### config.mk
export PLATFORM = sky130hd
export DESIGN_NAME = rc4_core
export DESIGN_NICKNAME = d
export VERILOG_FILES = /design/src/rtl/rc4_core.sv
export SDC_FILE = /design/constraint.sdc
export NUM_CORES = 1
export LEC_CHECK = 0
export ABC_AREA = 0
export CORE_MARGIN = 2
export CORE_UTILIZATION = 29
export CTS_CLUSTER_DIAMETER = 100
export CTS_CLUSTER_SIZE = 28
export DETAILED_ROUTE_END_ITERATION = 8
export GPL_TIMING_DRIVEN = 0
export PLACE_DENSITY = 0.58
export SYNTH_ARGS = -nofsm -noshare
export SYNTH_HDL_FRONTEND = slang
export SYNTH_SLANG_ARGS = --single-unit
### constraint.sdc
create_clock -name clk -period 9 [get_ports clk]
set_clock_uncertainty 0.2 [all_clocks]
set_input_delay 1.35 -clock clk [delete_from_list [all_inputs] [get_ports clk]]
set_output_delay 1.35 -clock clk [all_outputs]
set_load 0.05 [all_outputs]
### src/rtl/rc4_core.sv
// rc4_core: self-sequenced RC4 engine (KSA init, KSA shuffle, PRGA/XOR decrypt).
// Ports: clk/reset/start/secret_key in; busy/done/key_valid out; S RAM, cipher ROM, plaintext RAM buses.
module rc4_core #(
    parameter int KEY_LENGTH = 3,
    parameter int MSG_DEPTH = 32,
    parameter int CHECK_ASCII = 1,
    localparam int AW = (MSG_DEPTH > 1) ? $clog2(MSG_DEPTH) : 1
) (
    input  logic                    clk,
    input  logic                    reset,
    input  logic                    start,
    input  logic [8*KEY_LENGTH-1:0] secret_key,
    output logic                    busy,
    output logic                    done,
    output logic                    key_valid,
    output logic [7:0]              s_address,
    output logic [7:0]              s_data_out,
    output logic                    s_wren,
    input  logic [7:0]              s_q,
    output logic [AW-1:0]           rom_address,
    input  logic [7:0]              rom_q,
    output logic [AW-1:0]           dec_address,
    output logic [7:0]              dec_data,
    output logic                    dec_wren
);

    localparam int KIW = (KEY_LENGTH > 1) ? $clog2(KEY_LENGTH) : 1;
    localparam logic [KIW-1:0] KI_LAST = KIW'(KEY_LENGTH - 1);
    localparam logic [AW-1:0] K_LAST = AW'(MSG_DEPTH - 1);

    typedef enum logic [4:0] {
        IDLE, INIT,
        SH_RI, SH_LI, SH_RJ, SH_LJ, SH_WI, SH_WJ,
        PR_RI, PR_LI, PR_RJ, PR_LJ, PR_WI, PR_WJ,
        PR_RF, PR_LF, PR_WD, DONE
    } state_t;

    state_t                  state;
    logic [7:0]              i;
    logic [7:0]              j;
    logic [7:0]              si;
    logic [7:0]              sj;
    logic [AW-1:0]           k;
    logic [KIW-1:0]          kidx;
    logic [8*KEY_LENGTH-1:0] key_reg;
    logic [7:0]              key_bytes [2**KIW];
    logic [7:0]              j_sh;

    // Byte 0 is the most significant key byte; unused slots read as zero.
    for (genvar b = 0; b < 2**KIW; b++) begin : g_kb
        if (b < KEY_LENGTH) begin : g_on
            assign key_bytes[b] = key_reg[8*(KEY_LENGTH-1-b) +: 8];
        end else begin : g_off
            assign key_bytes[b] = 8'h00;
        end
    end

    always_comb begin
        j_sh = j + s_q + key_bytes[kidx];
    end

    function automatic logic ascii_ok(input logic [7:0] b);
        return (b == 8'h20) || (b >= 8'h61 && b <= 8'h7A);
    endfunction

    always_ff @(posedge clk) begin
        if (reset) begin
            state       <= IDLE;
            i           <= '0;
            j           <= '0;
            si          <= '0;
            sj          <= '0;
            k           <= '0;
            kidx        <= '0;
            key_reg     <= '0;
            busy        <= 1'b0;
            done        <= 1'b0;
            key_valid   <= 1'b0;
            s_address   <= '0;
            s_data_out  <= '0;
            s_wren      <= 1'b0;
            rom_address <= '0;
            dec_address <= '0;
            dec_data    <= '0;
            dec_wren    <= 1'b0;
        end else begin
            s_wren   <= 1'b0;
            dec_wren <= 1'b0;
            done     <= 1'b0;
            unique case (state)
                IDLE: begin
                    if (start) begin
                        state      <= INIT;
                        busy       <= 1'b1;
                        key_valid  <= 1'b0;
                        key_reg    <= secret_key;
                        i          <= '0;
                        s_address  <= '0;
                        s_data_out <= '0;
                        s_wren     <= 1'b1;
                    end
                end
                INIT: begin
                    if (i == 8'hFF) begin
                        state     <= SH_RI;
                        i         <= '0;
                        j         <= '0;
                        kidx      <= '0;
                        s_address <= '0;
                    end else begin
                        i          <= i + 8'd1;
                        s_address  <= i + 8'd1;
                        s_data_out <= i + 8'd1;
                        s_wren     <= 1'b1;
                    end
                end
                SH_RI: state <= SH_LI;
                SH_LI: begin
                    si        <= s_q;
                    j         <= j_sh;
                    s_address <= j_sh;
                    state     <= SH_RJ;
                end
                SH_RJ: state <= SH_LJ;
                SH_LJ: begin
                    sj         <= s_q;
                    s_address  <= i;
                    s_data_out <= s_q;
                    s_wren     <= 1'b1;
                    state      <= SH_WI;
                end
                SH_WI: begin
                    s_address  <= j;
                    s_data_out <= si;
                    s_wren     <= 1'b1;
                    state      <= SH_WJ;
                end
                SH_WJ: begin
                    if (i == 8'hFF) begin
                        // PRGA starts from i=0 and pre-increments, so first i is 1.
                        i           <= 8'd1;
                        j           <= '0;
                        k           <= '0;
                        rom_address <= '0;
                        s_address   <= 8'd1;
                        state       <= PR_RI;
                    end else begin
                        i         <= i + 8'd1;
                        kidx      <= (kidx == KI_LAST) ? '0 : kidx + 1'b1;
                        s_address <= i + 8'd1;
                        state     <= SH_RI;
                    end
                end
                PR_RI: state <= PR_LI;
                PR_LI: begin
                    si        <= s_q;
                    j         <= j + s_q;
                    s_address <= j + s_q;
                    state     <= PR_RJ;
                end
                PR_RJ: state <= PR_LJ;
                PR_LJ: begin
                    sj         <= s_q;
                    s_address  <= i;
                    s_data_out <= s_q;
                    s_wren     <= 1'b1;
                    state      <= PR_WI;
                end
                PR_WI: begin
                    s_address  <= j;
                    s_data_out <= si;
                    s_wren     <= 1'b1;
                    state      <= PR_WJ;
                end
                PR_WJ: begin
                    s_address <= si + sj;
                    state     <= PR_RF;
                end
                PR_RF: state <= PR_LF;
                PR_LF: begin
                    dec_address <= k;
                    dec_data    <= s_q ^ rom_q;
                    dec_wren    <= 1'b1;
                    state       <= PR_WD;
                end
                PR_WD: begin
                    if (CHECK_ASCII != 0 && !ascii_ok(dec_data)) begin
                        state     <= DONE;
                        busy      <= 1'b0;
                        done      <= 1'b1;
                        key_valid <= 1'b0;
                    end else if (k == K_LAST) begin
                        state     <= DONE;
                        busy      <= 1'b0;
                        done      <= 1'b1;
                        key_valid <= 1'b1;
                    end else begin
                        k           <= k + 1'b1;
                        rom_address <= k + 1'b1;
                        i           <= i + 8'd1;
                        s_address   <= i + 8'd1;
                        state       <= PR_RI;
                    end
                end
                DONE: state <= IDLE;
                default: state <= IDLE;
            endcase
        end
    end

endmodule

==> summary by stage <==
Power
Sequential cells account for between 30% and 40% of the total power. Of the total power, the share spent switching nets is a little over a third. The power spent charging and discharging nets is about 0.00047 W. The largest voltage drop on the vdd net is ~0.11 mV. The total internal power is approximately 0.0009 W. The total power after layout is 0.00135 W. Combinational cells account for between 30 and 40% of the total power. The power density over the cells is 191 mW/mm^2. In this run, the clock network consumes about a third of the power.

The leakage component of the power is roughly 2.7 nW.

Cells and area
The utilization after layout is between 30% and 40%. In the final layout, the multi-input gates occupy between 0.003 and 0.004 mm^2. The number of flip-flops under the largest register name is 24.

After filler insertion, the fill cell instance count of the layout stands at 2029. The register area is 0.00204 mm^2. The area growth from synthesis to final layout is 25.8%. The number of diodes added for antenna fixing is 0. The number of nets in the final layout is ~850. The share of layout cells above drive strength 1 is under 10%.

Timing
The final-report max-slew violation count came to 0. The minimum clock period is 4.61 ns. Derived from the worst setup path, the maximum achievable clock frequency is roughly 0.22 GHz. The accumulated negative setup slack is 0 ns. Setup violations remaining at the end of the flow were counted as 0. The count of final hold-check violations was 0. Dividing the final minimum period by the clock period gives between 50% and 60%. Setup repair after global routing left no endpoint under its margin. The worst pin sits at a relative slew slack of a little under half. At the pin with the least slew margin, the transition time is 0.810 ns.

Logic synthesis
The total nets after synthesis is between 700 and 800. The share of the synthesized area in the top cell type is 36.3%. The number of synthesized register bits is just over 100. The total number of yosys warnings is 0. The fraction of registers with async set/reset is 0%. The post-synthesis cell count is just under 700. The synthesized netlist occupies a cell area of about 0.0056 mm^2. The count of flip-flops with a built-in enable after synthesis is 0. The share of the yosys chip area belonging to registers is a little over a third. After synthesis, the netlist uses 60 different library cells. The most area-hungry cell type in the Yosys netlist is sky130_fd_sc_hd__dfxtp_1. After Yosys synthesis, full adders, half adders and majority gates account for 6.41% of the synthesized area. The most used flip-flop cell after synthesis is sky130_fd_sc_hd__dfxtp_1. The mux contribution to synthesized area is between 3 and 4%. The synthesized netlist devotes approximately 23% of its cell area to compound gates.

The synthesized netlist devotes about a fifth of its cell area to simple gates. Of the total synthesized cell area, the portion taken by XOR and XNOR cells is about 5.9%. Dividing the synthesized area by the synthesized cell count gives 8.13 um^2.

The largest family of logic cells by synthesized area is compound AO/OA/AOI/OAI gates. After synthesis, the cell types taking the most area are sky130_fd_sc_hd__dfxtp_1 (36%), sky130_fd_sc_hd__nand2_1 (8.0%), sky130_fd_sc_hd__a21oi_1 (6.6%).

Global route
The initial antenna violation count is 0. The number of global-route vias before repair is between 4000 and 5000. For this run the aggregate overflow at the end of global routing stands at 0. The wire length of the first global-routing pass is roughly 27000 um. For this run, the total global-route usage over all layers was measured as between 10% and 20%. Entering global routing, the biggest net connects 17 pins.

Critical path
For the worst setup path, the data arrival time is around 4.7 ns. Measured in cells, the most critical reg-to-reg path has a length of 12. The startpoint kind of the worst setup timing path is an input port. At the worst endpoint, the required time is between 9 and 10 ns. The sort of element at the end of the critical path is a flip-flop.

The worst register-to-register path ends at s_address[6]. In this run the register-to-register setup slack is 5.13 ns. Of all nets on the critical path, the largest fanout is 4.

The startpoint identified for the worst register-to-register timing path is kidx[1]. The worst setup path is of the in -> reg kind.

Place
The count of buffers inserted at the top-level ports is 81. Once detailed placement completed, the half-perimeter wirelength came to between 10000 and 15000 um. Routability-driven placement finished with a final weighted congestion of roughly 0.94.

Die
For this configuration, the core starts out at a cell density of around 30%. From left edge to right edge, the die measures ~140 um. The area enclosed by the die boundary is between 0.02 and 0.025 mm^2. The total core area is roughly 0.019 mm^2.

The floorplan step set the die height to ~140 um. The initialized floorplan defines 50 standard-cell rows. The I/O pin count is 82.

Clock tree
The buffer levels on the longest clock path is 2. TritonCTS built the clock tree. The number of H-tree levels is 3. The post-CTS repair timing setup buffer count is 0. Clock-pin slew was measured on the worst setup and hold paths at around 0.070 ns. Counting the buffers created by CTS gives 9. The buffer type at the clock tree root is sky130_fd_sc_hd__clkbuf_16. The number of buffers inserted by hold repair at cts is 0. The clock latency of the later-clocked register in the worst-skew pair is about 0.36 ns. The number of gates resized after CTS was 0. The TritonCTS sink count is between 100 and 150.

Routing
The violation count after the first detailed-route iteration is approximately 360. After detailed routing, the number of remaining DRC violations is 0. The first detailed-routing pass took 5 iterations. The mean number of vias per cell is around 5.1.

The total number of vias is between 5000 and 6000. The average wire per standard cell is ~17 um. The final wirelength is approximately 18000 um.

In this run the remaining antenna-violating nets after routing total 0.

Min path
The origin of the worst min-delay path is dec_address[1]. The class of the tightest hold or removal check is reg -> reg. The end point of the most critical hold path is dec_address[1]. The number of stages on the worst hold path is 2.

Run
The tool flagged a number of max-cap violations equal to 0.

Outcome
The flow ran to the end, and the final reports show no timing, DRC or antenna violations.
[cells by family after synthesis]
family	after synthesis
and+or+nand+nor	258
adders and majority gates	27
AOI/OAI and AO/OA	198
DFF	102
xor gates and xnor gates	38
buffers and inverters	49
muxes	20
[area by class of cell]
type / instances / area share, %
Clock inverter: 6 / 1.22
Sequential cell: 102 / 28.9
Clock buffer: 10 / 3.24
Multi-Input combinational cell: 541 / 47.7
Tap cell: 260 / 4.60
Inverter: 6 / 0.318
Timing Repair Buffer: 81 / 11.5
Buffer: 43 / 2.62
[power groups by stage]
stage                     clock (W)  combinational, W  sequential [W]
after global placement            0          0.000406        0.000522
final                      0.000425          0.000414        0.000512
after CTS                  0.000435          0.000410        0.000512
after global routing       0.000444          0.000454        0.000515
after floorplan                   0          0.000268        0.000530
after detailed placement          0          0.000408        0.000522
[through the flow]
step	hold WS, ns	instances	instance area, um^2	setup WS, ns
5_1_grt	0.273	1049	7080	4.16
3_5_place_dp	0.248	1033	6760	4.01
4_1_cts	0.258	1049	7080	4.40
3_3_place_gp	0.242	1033	6760	4.03
2_1_floorplan	0.236	692	5620	4.94
6_report	0.254	1049	7080	4.39
[worst max-delay path, stage by stage]
cell and delay [ns]:
sky130_fd_sc_hd__clkdlybuf4s50_1 0.53, sky130_fd_sc_hd__ha_1 0.31, sky130_fd_sc_hd__fa_1 0.43, sky130_fd_sc_hd__a21o_1 0.18, sky130_fd_sc_hd__a21oi_1 0.17, sky130_fd_sc_hd__xnor2_1 0.19, sky130_fd_sc_hd__ha_1 0.32, sky130_fd_sc_hd__o21ai_0 0.13
sky130_fd_sc_hd__o21bai_1 0.09, sky130_fd_sc_hd__a21oi_1 0.19, sky130_fd_sc_hd__xnor2_1 0.08, sky130_fd_sc_hd__a22oi_1 0.26, sky130_fd_sc_hd__o2111ai_1 0.20, sky130_fd_sc_hd__a22o_1 0.23
[layout by cell type, fill, tap and decap left out, types with 4 or more instances in the layout]
| master | n |
|---|---|
| sky130_fd_sc_hd__nand2_1 | 120 |
| sky130_fd_sc_hd__dfxtp_1 | 102 |
| sky130_fd_sc_hd__clkdlybuf4s50_1 | 81 |
| sky130_fd_sc_hd__a21oi_1 | 74 |
| sky130_fd_sc_hd__nor2_1 | 65 |
| sky130_fd_sc_hd__clkbuf_1 | 27 |
| sky130_fd_sc_hd__ha_1 | 24 |
| sky130_fd_sc_hd__o21ai_0 | 23 |
| sky130_fd_sc_hd__xnor2_1 | 21 |
| sky130_fd_sc_hd__mux2i_1 | 19 |
| sky130_fd_sc_hd__a211oi_1 | 18 |
| sky130_fd_sc_hd__xor2_1 | 17 |
| sky130_fd_sc_hd__buf_2 | 16 |
| sky130_fd_sc_hd__a22oi_1 | 16 |
| sky130_fd_sc_hd__nor3_1 | 15 |
| sky130_fd_sc_hd__o22ai_1 | 10 |
| sky130_fd_sc_hd__nand3_1 | 10 |
| sky130_fd_sc_hd__a21o_1 | 9 |
| sky130_fd_sc_hd__clkbuf_16 | 9 |
| sky130_fd_sc_hd__a22o_1 | 7 |
| sky130_fd_sc_hd__inv_1 | 6 |
| sky130_fd_sc_hd__and3_1 | 6 |
| sky130_fd_sc_hd__o211ai_1 | 6 |
| sky130_fd_sc_hd__o21bai_1 | 5 |
| sky130_fd_sc_hd__nand4_1 | 5 |
| sky130_fd_sc_hd__a221oi_1 | 5 |
| sky130_fd_sc_hd__nand3b_1 | 4 |
| sky130_fd_sc_hd__o21a_1 | 4 |
| sky130_fd_sc_hd__and2_1 | 4 |
| sky130_fd_sc_hd__nand2b_1 | 4 |
[worst max-delay path by stage]
stage,from,endpoint,slack (ns),cells past startpoint
final,s_q[0],s_address[6],4.39,14
after global routing,s_q[0],s_address[6],4.16,14
after CTS,s_q[0],s_address[6],4.40,14
after detailed placement,s_q[0],s_address[6],4.01,14
after global placement,s_q[0],s_address[6],4.03,14
after floorplan,s_q[0],s_address[7],4.94,13
[cell usage after synthesis, drive strengths merged, types with 7 or more instances]
| master | instances |
|---|---|
| a211oi | 18 |
| a21o | 9 |
| a21oi | 77 |
| a22o | 7 |
| a22oi | 16 |
| buf | 17 |
| clkbuf | 26 |
| dfxtp | 102 |
| ha | 24 |
| mux2i | 19 |
| nand2 | 121 |
| nand3 | 10 |
| nor2 | 66 |
| nor3 | 16 |
| o21ai | 24 |
| o22ai | 10 |
| xnor2 | 21 |
| xor2 | 17 |
[layer usage]
layer | routed length, um | vias to the layer above | global-route usage, %
met1 | 8520 | 2499 | 23.9
met4 | 286 | 0 | 4.85
met3 | 798 | 19 | 3.12
li1 | - | 2661 | -
met2 | 8120 | 145 | 27.6
met5 | 0 | - | 0
No activity file was read; power rests on OpenSTA's default activity.
